$ cat src/rtl/jtarget_unit.sv
// jtarget_unit: registered JAL/JALR target and link generator with a
// return address stack (RAS) for return prediction. Results reach the
// fetch-redirect logic through a single valid/ready register stage.
module jtarget_unit #(
  parameter int XLEN      = 32,
  parameter int RAS_DEPTH = 8,
  parameter int C_EXT     = 0
) (
  input  logic                         clk,
  input  logic                         rst_n,
  input  logic                         flush,
  input  logic                         in_valid,
  output logic                         in_ready,
  input  logic [XLEN-1:0]              pc,
  input  logic                         jal,
  input  logic                         jalr,
  input  logic                         in_rvc,
  input  logic [XLEN-1:0]              imm,
  input  logic [XLEN-1:0]              rs1_data,
  input  logic [4:0]                   rd_idx,
  input  logic [4:0]                   rs1_idx,
  output logic                         out_valid,
  input  logic                         out_ready,
  output logic [XLEN-1:0]              target,
  output logic [XLEN-1:0]              link,
  output logic                         misalign,
  output logic [XLEN-1:0]              ras_pred,
  output logic                         ras_used,
  output logic                         ras_hit,
  output logic [$clog2(RAS_DEPTH):0]   ras_count
);

  localparam int PTR_W = $clog2(RAS_DEPTH);
  localparam int CNT_W = PTR_W + 1;

  // Output stage state
  logic                 out_valid_q, out_valid_d;
  logic [XLEN-1:0]      target_q, target_d;
  logic [XLEN-1:0]      link_q, link_d;
  logic                 misalign_q, misalign_d;
  logic [XLEN-1:0]      ras_pred_q, ras_pred_d;
  logic                 ras_used_q, ras_used_d;
  logic                 ras_hit_q, ras_hit_d;

  // RAS state: ptr_q points at the next free slot, top of stack is ptr_q-1
  logic [PTR_W-1:0]     ptr_q, ptr_d;
  logic [CNT_W-1:0]     cnt_q, cnt_d;
  logic [XLEN-1:0]      ras_mem_q [RAS_DEPTH];

  // Decode and arithmetic
  logic                 accept;
  logic                 is_jal, is_jalr, is_jump;
  logic [XLEN-1:0]      sum_jal, sum_jalr;
  logic [XLEN-1:0]      tgt_c, link_c;
  logic                 mis_c;
  logic                 rd_is_link, rs1_is_link;
  logic                 push_c, pop_c, pop_ok;
  logic [PTR_W-1:0]     top_idx;
  logic [XLEN-1:0]      pred_c;
  logic                 hit_c;
  logic                 ras_we;
  logic [PTR_W-1:0]     ras_widx;

  assign in_ready = !out_valid_q || out_ready;

  // Classify the instruction and compute target, link, alignment and RAS lookup
  always_comb begin
    accept      = in_valid && in_ready && !flush;
    // jal wins when both opcode flags are raised
    is_jal      = jal;
    is_jalr     = jalr && !jal;
    is_jump     = is_jal || is_jalr;

    sum_jal     = pc + imm;
    sum_jalr    = rs1_data + imm;
    tgt_c       = is_jal ? sum_jal : {sum_jalr[XLEN-1:1], 1'b0};

    if ((C_EXT != 0) && in_rvc) begin
      link_c = pc + XLEN'(2);
    end else begin
      link_c = pc + XLEN'(4);
    end

    // With compressed support every legal target is 2-byte aligned by construction
    if (C_EXT != 0) begin
      mis_c = 1'b0;
    end else begin
      mis_c = tgt_c[1];
    end

    rd_is_link  = (rd_idx == 5'd1) || (rd_idx == 5'd5);
    rs1_is_link = (rs1_idx == 5'd1) || (rs1_idx == 5'd5);
    push_c      = is_jump && rd_is_link;
    // A call through the same link register (e.g. jalr ra, ra) is a pure push
    pop_c       = is_jalr && rs1_is_link && !(push_c && (rd_idx == rs1_idx));
    pop_ok      = pop_c && (cnt_q != '0);

    top_idx     = ptr_q - PTR_W'(1);
    pred_c      = pop_ok ? ras_mem_q[top_idx] : '0;
    hit_c       = pop_ok && (pred_c == tgt_c);
  end

  // Next RAS pointer, count and write port
  always_comb begin
    ptr_d    = ptr_q;
    cnt_d    = cnt_q;
    ras_we   = 1'b0;
    ras_widx = ptr_q;
    if (accept && is_jump) begin
      if (pop_ok && push_c) begin
        // Coroutine swap: replace the top entry in place
        ras_we   = 1'b1;
        ras_widx = top_idx;
      end else if (pop_ok) begin
        ptr_d = ptr_q - PTR_W'(1);
        cnt_d = cnt_q - CNT_W'(1);
      end else if (push_c) begin
        // Overflow wraps the pointer and overwrites the oldest entry
        ras_we   = 1'b1;
        ras_widx = ptr_q;
        ptr_d    = ptr_q + PTR_W'(1);
        if (cnt_q != CNT_W'(RAS_DEPTH)) begin
          cnt_d = cnt_q + CNT_W'(1);
        end
      end
    end
  end

  // Next output-stage contents: flush kills, accept loads, drain clears valid
  always_comb begin
    out_valid_d = out_valid_q && !out_ready;
    target_d    = target_q;
    link_d      = link_q;
    misalign_d  = misalign_q;
    ras_pred_d  = ras_pred_q;
    ras_used_d  = ras_used_q;
    ras_hit_d   = ras_hit_q;
    if (flush) begin
      out_valid_d = 1'b0;
    end else if (accept) begin
      out_valid_d = is_jump;
      if (is_jump) begin
        target_d   = tgt_c;
        link_d     = link_c;
        misalign_d = mis_c;
        ras_pred_d = pred_c;
        ras_used_d = pop_ok;
        ras_hit_d  = hit_c;
      end
    end
  end

  // Output stage and RAS control registers
  always_ff @(posedge clk or negedge rst_n) begin
    if (!rst_n) begin
      out_valid_q <= 1'b0;
      target_q    <= '0;
      link_q      <= '0;
      misalign_q  <= 1'b0;
      ras_pred_q  <= '0;
      ras_used_q  <= 1'b0;
      ras_hit_q   <= 1'b0;
      ptr_q       <= '0;
      cnt_q       <= '0;
    end else begin
      out_valid_q <= out_valid_d;
      target_q    <= target_d;
      link_q      <= link_d;
      misalign_q  <= misalign_d;
      ras_pred_q  <= ras_pred_d;
      ras_used_q  <= ras_used_d;
      ras_hit_q   <= ras_hit_d;
      ptr_q       <= ptr_d;
      cnt_q       <= cnt_d;
    end
  end

  // RAS storage; contents need no reset because the count gates every read
  always_ff @(posedge clk) begin
    if (ras_we) begin
      ras_mem_q[ras_widx] <= link_c;
    end
  end

  assign out_valid = out_valid_q;
  assign target    = target_q;
  assign link      = link_q;
  assign misalign  = misalign_q;
  assign ras_pred  = ras_pred_q;
  assign ras_used  = ras_used_q;
  assign ras_hit   = ras_hit_q;
  assign ras_count = cnt_q;

endmodule

$ cat config.mk
export PLATFORM = sky130hd
export DESIGN_NAME = jtarget_unit
export DESIGN_NICKNAME = d
export VERILOG_FILES = /design/src/rtl/jtarget_unit.sv
export SDC_FILE = /design/constraint.sdc
export NUM_CORES = 1
export LEC_CHECK = 0
export ABC_CLOCK_PERIOD_IN_PS = 4300
export BUFFER_PORTS_ARGS = -buffer_cell sky130_fd_sc_hd__buf_2
export CORE_MARGIN = 8
export CORE_UTILIZATION = 42
export CTS_CLUSTER_SIZE = 30
export DETAILED_ROUTE_END_ITERATION = 8
export HOLD_SLACK_MARGIN = 0.03
export REMOVE_ABC_BUFFERS = 1
export SETUP_SLACK_MARGIN = 0.02
export SLEW_MARGIN = 20
export SYNTH_ARGS = -nofsm -noshare
export SYNTH_HDL_FRONTEND = slang
export SYNTH_SLANG_ARGS = --single-unit
$ cat constraint.sdc
create_clock -name clk -period 4.3 [get_ports clk]
set_input_delay 0.43 -clock clk [delete_from_list [all_inputs] [get_ports clk]]
set_output_delay 0.43 -clock clk [all_outputs]
set_load 0.01 [all_outputs]
== Word-level counts from Yosys, hierarchy flattened ==
Memories as Yosys holds them, arrays and structs flattened.
Index checks and enable logic that the tools add are counted.
W data, S select, Z words.

* RAM bits: 256
* Input port bits: 114
* Output and inout port bits: 105
* Word-level logic and storage cells: 70
* Flip-flop bits (word level): 107
* Memories kept: 1

{| class="wikitable"
|+ Memories
! name !! depth !! bits a word !! rd ports !! clocked after memory_dff !! write ports !! RTL line !! RTL
|-
| ras_mem_q || 8 || 32 || 1 || 0 || 1 || 48 || <nowiki>logic [XLEN-1:0] ras_mem_q [RAS_DEPTH];</nowiki>
|}

* Reductions and logical operators: 27
* Eq/ne operators: 7
* $add $sub $neg: 7
* Muxes and demuxes: 17
* Bitwise operators: 2

{| class="wikitable"
|+ Operators by type and width
! kind !! number
|-
| $add A32 B32 Y32 || 2
|-
| $mux W32 || 2
|-
| $add A32 B3 Y32 const B || 1
|-
| $eq A32 B32 Y1 || 1
|-
| $logic_and A1 B1 Y1 || 12
|-
| $mux W3 || 4
|-
| $mux W4 || 3
|-
| $eq A5 B1 Y1 const B || 2
|-
| $eq A5 B3 Y1 const B || 2
|-
| $mux W1 || 8
|-
| $reduce_and A3 Y1 || 2
|-
| $eq A5 B5 Y1 || 1
|-
| $logic_not A1 Y1 || 5
|-
| $add A4 B1 Y4 const B || 1
|-
| $logic_or A1 B1 Y1 || 4
|-
| $ne A4 B4 Y1 const B || 1
|-
| $reduce_and A4 Y1 || 1
|-
| $reduce_bool A2 Y1 || 2
|-
| $reduce_bool A4 Y1 || 1
|-
| $sub A4 B1 Y4 const B || 1
|-
| $add A3 B1 Y3 const B || 1
|-
| $sub A3 B1 Y3 const B || 1
|-
| $not A1 Y1 || 2
|}

== Longest topological paths before layout ==
* Depth in word-level cells: 13
* Mapped depth: 17

== Least setup slack after synthesis ==
No wires, ideal clock.

* Path type: register to register
* Start point: register cnt_q[1], in the netlist ras_count[1]
* End point: memory ras_mem_q[0][0] (enable)
* Library setup time: 0.421 ns
* Arrival time: 4.322 ns
* Stages on the path, launching flop included: 12
* Path slack: -0.443 ns
* Period minus slack after synthesis: 4.743 ns
* Required time: 3.879 ns
* Cell sequence: dfrtp_1 -> or4_1 -> nand3_1 -> a31o_2 -> clkbuf_1 -> clkbuf_1 -> clkbuf_1 -> inv_1 -> ha_1 -> xor2_1 -> or3_1 -> nor2_1

* Longest elaborated chain between the ends: 7

{| class="wikitable"
|+ RTL lines
! item !! RTL line !! RTL
|-
| from (decl) || 47 || <nowiki>logic [CNT_W-1:0] cnt_q, cnt_d;</nowiki>
|-
| from (signal assigned) || 174 || <nowiki>cnt_q <= cnt_d;</nowiki>
|-
| $reduce_bool A4 Y1 (*) || 96 || <nowiki>pop_ok = pop_c && (cnt_q != '0);</nowiki>
|-
| $logic_and A1 B1 Y1 (*) || 96 ||
|-
| named net pop_ok || 57 || <nowiki>logic push_c, pop_c, pop_ok;</nowiki>
|-
| $mux W1 or $logic_and A1 B1 Y1 (tied branches) || 114, 110 ||
|-
| $mux W1 || 110 || <nowiki>if (pop_ok && push_c) begin</nowiki>
|-
| $mux W1 || 109 || <nowiki>if (accept && is_jump) begin</nowiki>
|-
| $mux W1 || 180 || <nowiki>if (ras_we) begin</nowiki>
|-
| $mux W1 (not written as such) || 181 || <nowiki>ras_mem_q[ras_widx] <= link_c;</nowiki>
|-
| to (decl) || 48 ||
|}

The timed path passes the listed nets; every way through them passes the cells marked *.

== Worst setup path after layout ==
* Start point: register ptr_q[0]
* End point: register ras_hit_q, in the netlist ras_hit

* Longest elaborated chain between the ends: 5

{| class="wikitable"
|+ RTL lines
! item !! RTL line !! RTL
|-
| from (decl) || 46 || <nowiki>logic [PTR_W-1:0] ptr_q, ptr_d;</nowiki>
|-
| from (signal assigned) || 173 || <nowiki>ptr_q <= ptr_d;</nowiki>
|-
| $sub A3 B1 Y3 || 98 || <nowiki>top_idx = ptr_q - PTR_W'(1);</nowiki>
|-
| $mem_v2 Z8 W32 || n/a ||
|-
| $mux W32 || 99 || <nowiki>pred_c = pop_ok ? ras_mem_q[top_idx] : '0;</nowiki>
|-
| $eq A32 B32 Y1 || 100 || <nowiki>hit_c = pop_ok && (pred_c == tgt_c);</nowiki>
|-
| $logic_and A1 B1 Y1 || 100 ||
|-
| to (signal assigned) || 172 || <nowiki>ras_hit_q <= ras_hit_d;</nowiki>
|-
| to (decl) || 43 || <nowiki>logic ras_hit_q, ras_hit_d;</nowiki>
|}

No other way between the ends.
A chain may end at the register's enable or synchronous reset.

==> out/qor.csv <==
stage;metric;value;unit
final_layout;layoutNonFillerInstCount;2584;
place;dp_cells;2511;
routing;wire_per_inst;22.6;um
power;p_int;6870;uW
clock_tree;cts.htree.levels;2;
run_status;status;completed;
power;p_comb_share;24.6;%
sta;slew_headroom;28.2;%
final_layout;multi_input_area;8530;um2
final_layout;nFillCells;4079;
final_layout;drive_gt1_share;21.6;%
sta;fmax;252;MHz
power;vdd_drop_max;0.000276;V
power;clkPwrFrac;34.7;%
clock_tree;cts_tree;done;
routing;routed_wl;58.5;mm
synth;ys_seq_area_share;53.6;%
clock_tree;insertion_delay;0.57;ns
die;chipHeight;230;um
synth;synth_ff_type;edfxtp_1;
sta;whs;0.0658;ns
final_layout;areaGrowthSynthToFinish;17.4;%
final_layout;post-route-cell-area;22700;um2
clock_tree;numCtsBuffers;38;
clock_tree;clk_pin_slew;0.07;ns
power;p_per_area;430;nW/um2
clock_tree;numClockSinks;362;
synth;synthCells;1724;
setup_path;crit_arrival;4.47;ns
die;die_w;230;um
routing;antenna_left;0;
synth;synth_edf_count;256;
synth;async_reset_ff_share;29.3;%
routing;wl_met2;26.9;mm
final_layout;fin_nets;2137;
sta;rsz0062_at_grt;false;
global_route;globalRouteTotalUtil;21.6;%
power;switching_share;29.5;%
clock_tree;clk_path_buf_depth;3;
die;dieArea;53100;um2
synth;ys_ff_latch;362;
die;io_pins;219;
sta;hold_viol;0;
place;dp_hpwl;42.1;mm
power;switching_power;2880;uW
run;cap_violations;0;
sta;tightest_slew;1.07;ns
global_route;grt_max_degree;67;
die;num_rows;78;
routing;drtIter0Drc;1351;
setup_path;crit_fanout;5;
clock_tree;cts_root_buf;clkbuf_16;
place;place_area;21400;um2
global_route;grt.overflow.total;0;
power;p_leak;0.00913;uW
final_layout;regArea;10300;um2
synth;synth.avg_cell_area;11.2;um2
global_route;first_global_vias;14495;
global_route;antenna_found_initial;2;
sta;maxSlewViolCount;0;
routing;vias;14638;
routing;drc;0;
sta;setup_violations;0;
final_layout;final_common_cell;nand2_1;
sta;finalClockSkew;0.0340;ns
global_route;grt_pass1_wl;88.2;mm
synth;syn_area;19300;um2
routing;viasPerCell;5.66;
routing;routed.top_layer;met4;
place;portBuffers;217;
power;power_frac_seq;40.7;%
setup_path;critPathRequiredTime;4.80;ns
sta;period_needed;3.97;ns
setup_path;crit_type;reg2reg;
min_path;hold_path.class;in2reg;
synth;synth_cell_types;75;
sta;finalSetupTns;0;ns
routing;met1_length;26.7;mm
die;start_util;42.5;%
final_layout;layout_common_cells;nand2_1 (354), edfxtp_1 (256), buf_2 (216), a21oi_1 (111), dfrtp_1 (105);
setup_path;startpoint_type;register;
synth;ys_warn_count;0;
routing;dr_wl_met3;3.42;mm
sta;period_share;92.3;%
die;fp.coreArea;45400;um2
routing;firstDrtPassIters;5;
place;gp_congestion;0.932;
setup_path;cp-end-kind;register;
-- state kept, by name, summed over array words and instances, names as in the netlist --
register and cells:
ras_mem_q 256, ras_used 1, ptr_q 3, ras_pred 32
ras_count 4, ras_hit 1, link 32, target 32
out_valid 1
-- metrics by stage --
| step | worst slack [ns] | power, uW | util [%] |
|---|---|---|---|
| after global routing | 0.0511 | 10200 | 49.9 |
| after CTS | 0.198 | 9860 | 49.9 |
| after detailed placement | 0.0975 | 6440 | 47.1 |
| final | 0.331 | 9750 | 49.9 |
| after global placement | 0.108 | 6420 | 47.1 |
| after floorplan | -2.91 | 5650 | - |
-- critical path, cell delays in order (launching register included) --
cell and delay [ns]:
dfrtp_4 0.49, inv_1 0.14, ha_2 0.26, xor2_2 0.31, mux4_2 0.57, mux2i_2 0.29, o211ai_1 0.14, a21o_1 0.20
a2111oi_2 0.43, o2111a_1 0.32, nand4_1 0.10, nor4_1 0.36, nand3_1 0.13, o21ai_1 0.15
-- kinds of logic (layout without fill, tap and decap cells) --
group                    Yosys count  count (layout)  synth area share (%)
AO/OA/AOI/OAI                    343             343                  11.2
XOR/XNOR                          94              94                  4.38
adder cells (fa/ha/maj)           71              71                  4.72
buffers and inverters            123             381                  2.48
flip-flops                       362             362                  53.6
multiplexers                      83              83                  8.41
other                              0               2                     0
AND/OR/NAND/NOR                  648             648                  15.2
-- synthesized netlist by cell type, types with 5 or more instances --
library cell | n | area [um2]
mux4_2 | 63 | 1420
edfxtp_1 | 256 | 7690
a211oi_1 | 17 | 128
o21a_1 | 9 | 67.6
nand3_1 | 44 | 220
or4_1 | 7 | 52.6
a21boi_0 | 6 | 45.0
nand2b_1 | 10 | 62.6
o21ai_0 | 70 | 350
and3_1 | 22 | 138
buf_2 | 10 | 50.1
nand3b_1 | 5 | 37.5
a21oi_1 | 111 | 556
nand2_1 | 354 | 1330
a2111oi_0 | 7 | 61.3
dfrtp_1 | 106 | 2650
a31oi_1 | 17 | 106
mux2i_1 | 17 | 170
a21o_1 | 26 | 195
inv_1 | 31 | 116
xnor2_1 | 64 | 561
or3_1 | 11 | 68.8
ha_1 | 68 | 851
o21ai_1 | 5 | 25.0
nor3_1 | 37 | 185
o211ai_1 | 20 | 150
nor4_1 | 5 | 31.3
nor2_1 | 81 | 304
nand4_1 | 28 | 175
nor2b_1 | 7 | 43.8
xor2_1 | 28 | 245
buf_1 | 6 | 22.5
clkbuf_1 | 74 | 278
nor3b_1 | 12 | 90.1
and2_1 | 7 | 43.8
o31ai_1 | 11 | 82.6
-- power by group through the flow --
| stage | combinational (uW) | clock [uW] | sequential (uW) |
|---|---|---|---|
| floorplan | 1470 | 0 | 4180 |
| global placement | 2380 | 0 | 4040 |
| detailed placement | 2400 | 0 | 4040 |
| CTS | 2410 | 3470 | 3970 |
| global route | 2620 | 3580 | 3990 |
| finish | 2400 | 3380 | 3970 |
-- routing by layer --
metal  global-route usage [%]  vias up
met4                     6.43        0
met5                        0        -
met3                     3.18       81
met1                     30.4     7207
met2                     34.3      486
li1                         -     6864
-- repair_timing --
action | CTS | global route
endpoints found under the hold margin | 25 | 0
resized for setup | 0 | 1
setup endpoints to repair | 0 | 1
buffers inserted | 0 | 0
hold buffers | 1 | 0
-- cell type report --
class	count	share of cell area [%]
timing repair buffer	279	7.20
tap	600	3.31
clock inverter	18	1.11
inverter	32	0.530
antenna	2	0.0221
sequential	362	45.7
multi-input combinational	1239	37.6
clock buffer	52	4.52
-- path summary, 6_finish.rpt --
path | endpoint | slack, ns | cells after the start | startpoint
worst max-delay path | ras_hit | 0.33 | 13 | ptr_q[0]
worst min register to register | target[0] | 0.46 | 2 | target[0]
worst min-delay path | out_valid | 0.07 | 2 | flush
max in group asynchronous | link[29] | 2.93 | 3 | rst_n
worst max register to register | ras_hit | 0.33 | 13 | ptr_q[0]
min in group asynchronous | link[3] | 0.35 | 2 | rst_n
Note: power is estimated with default switching activity, not from simulation.
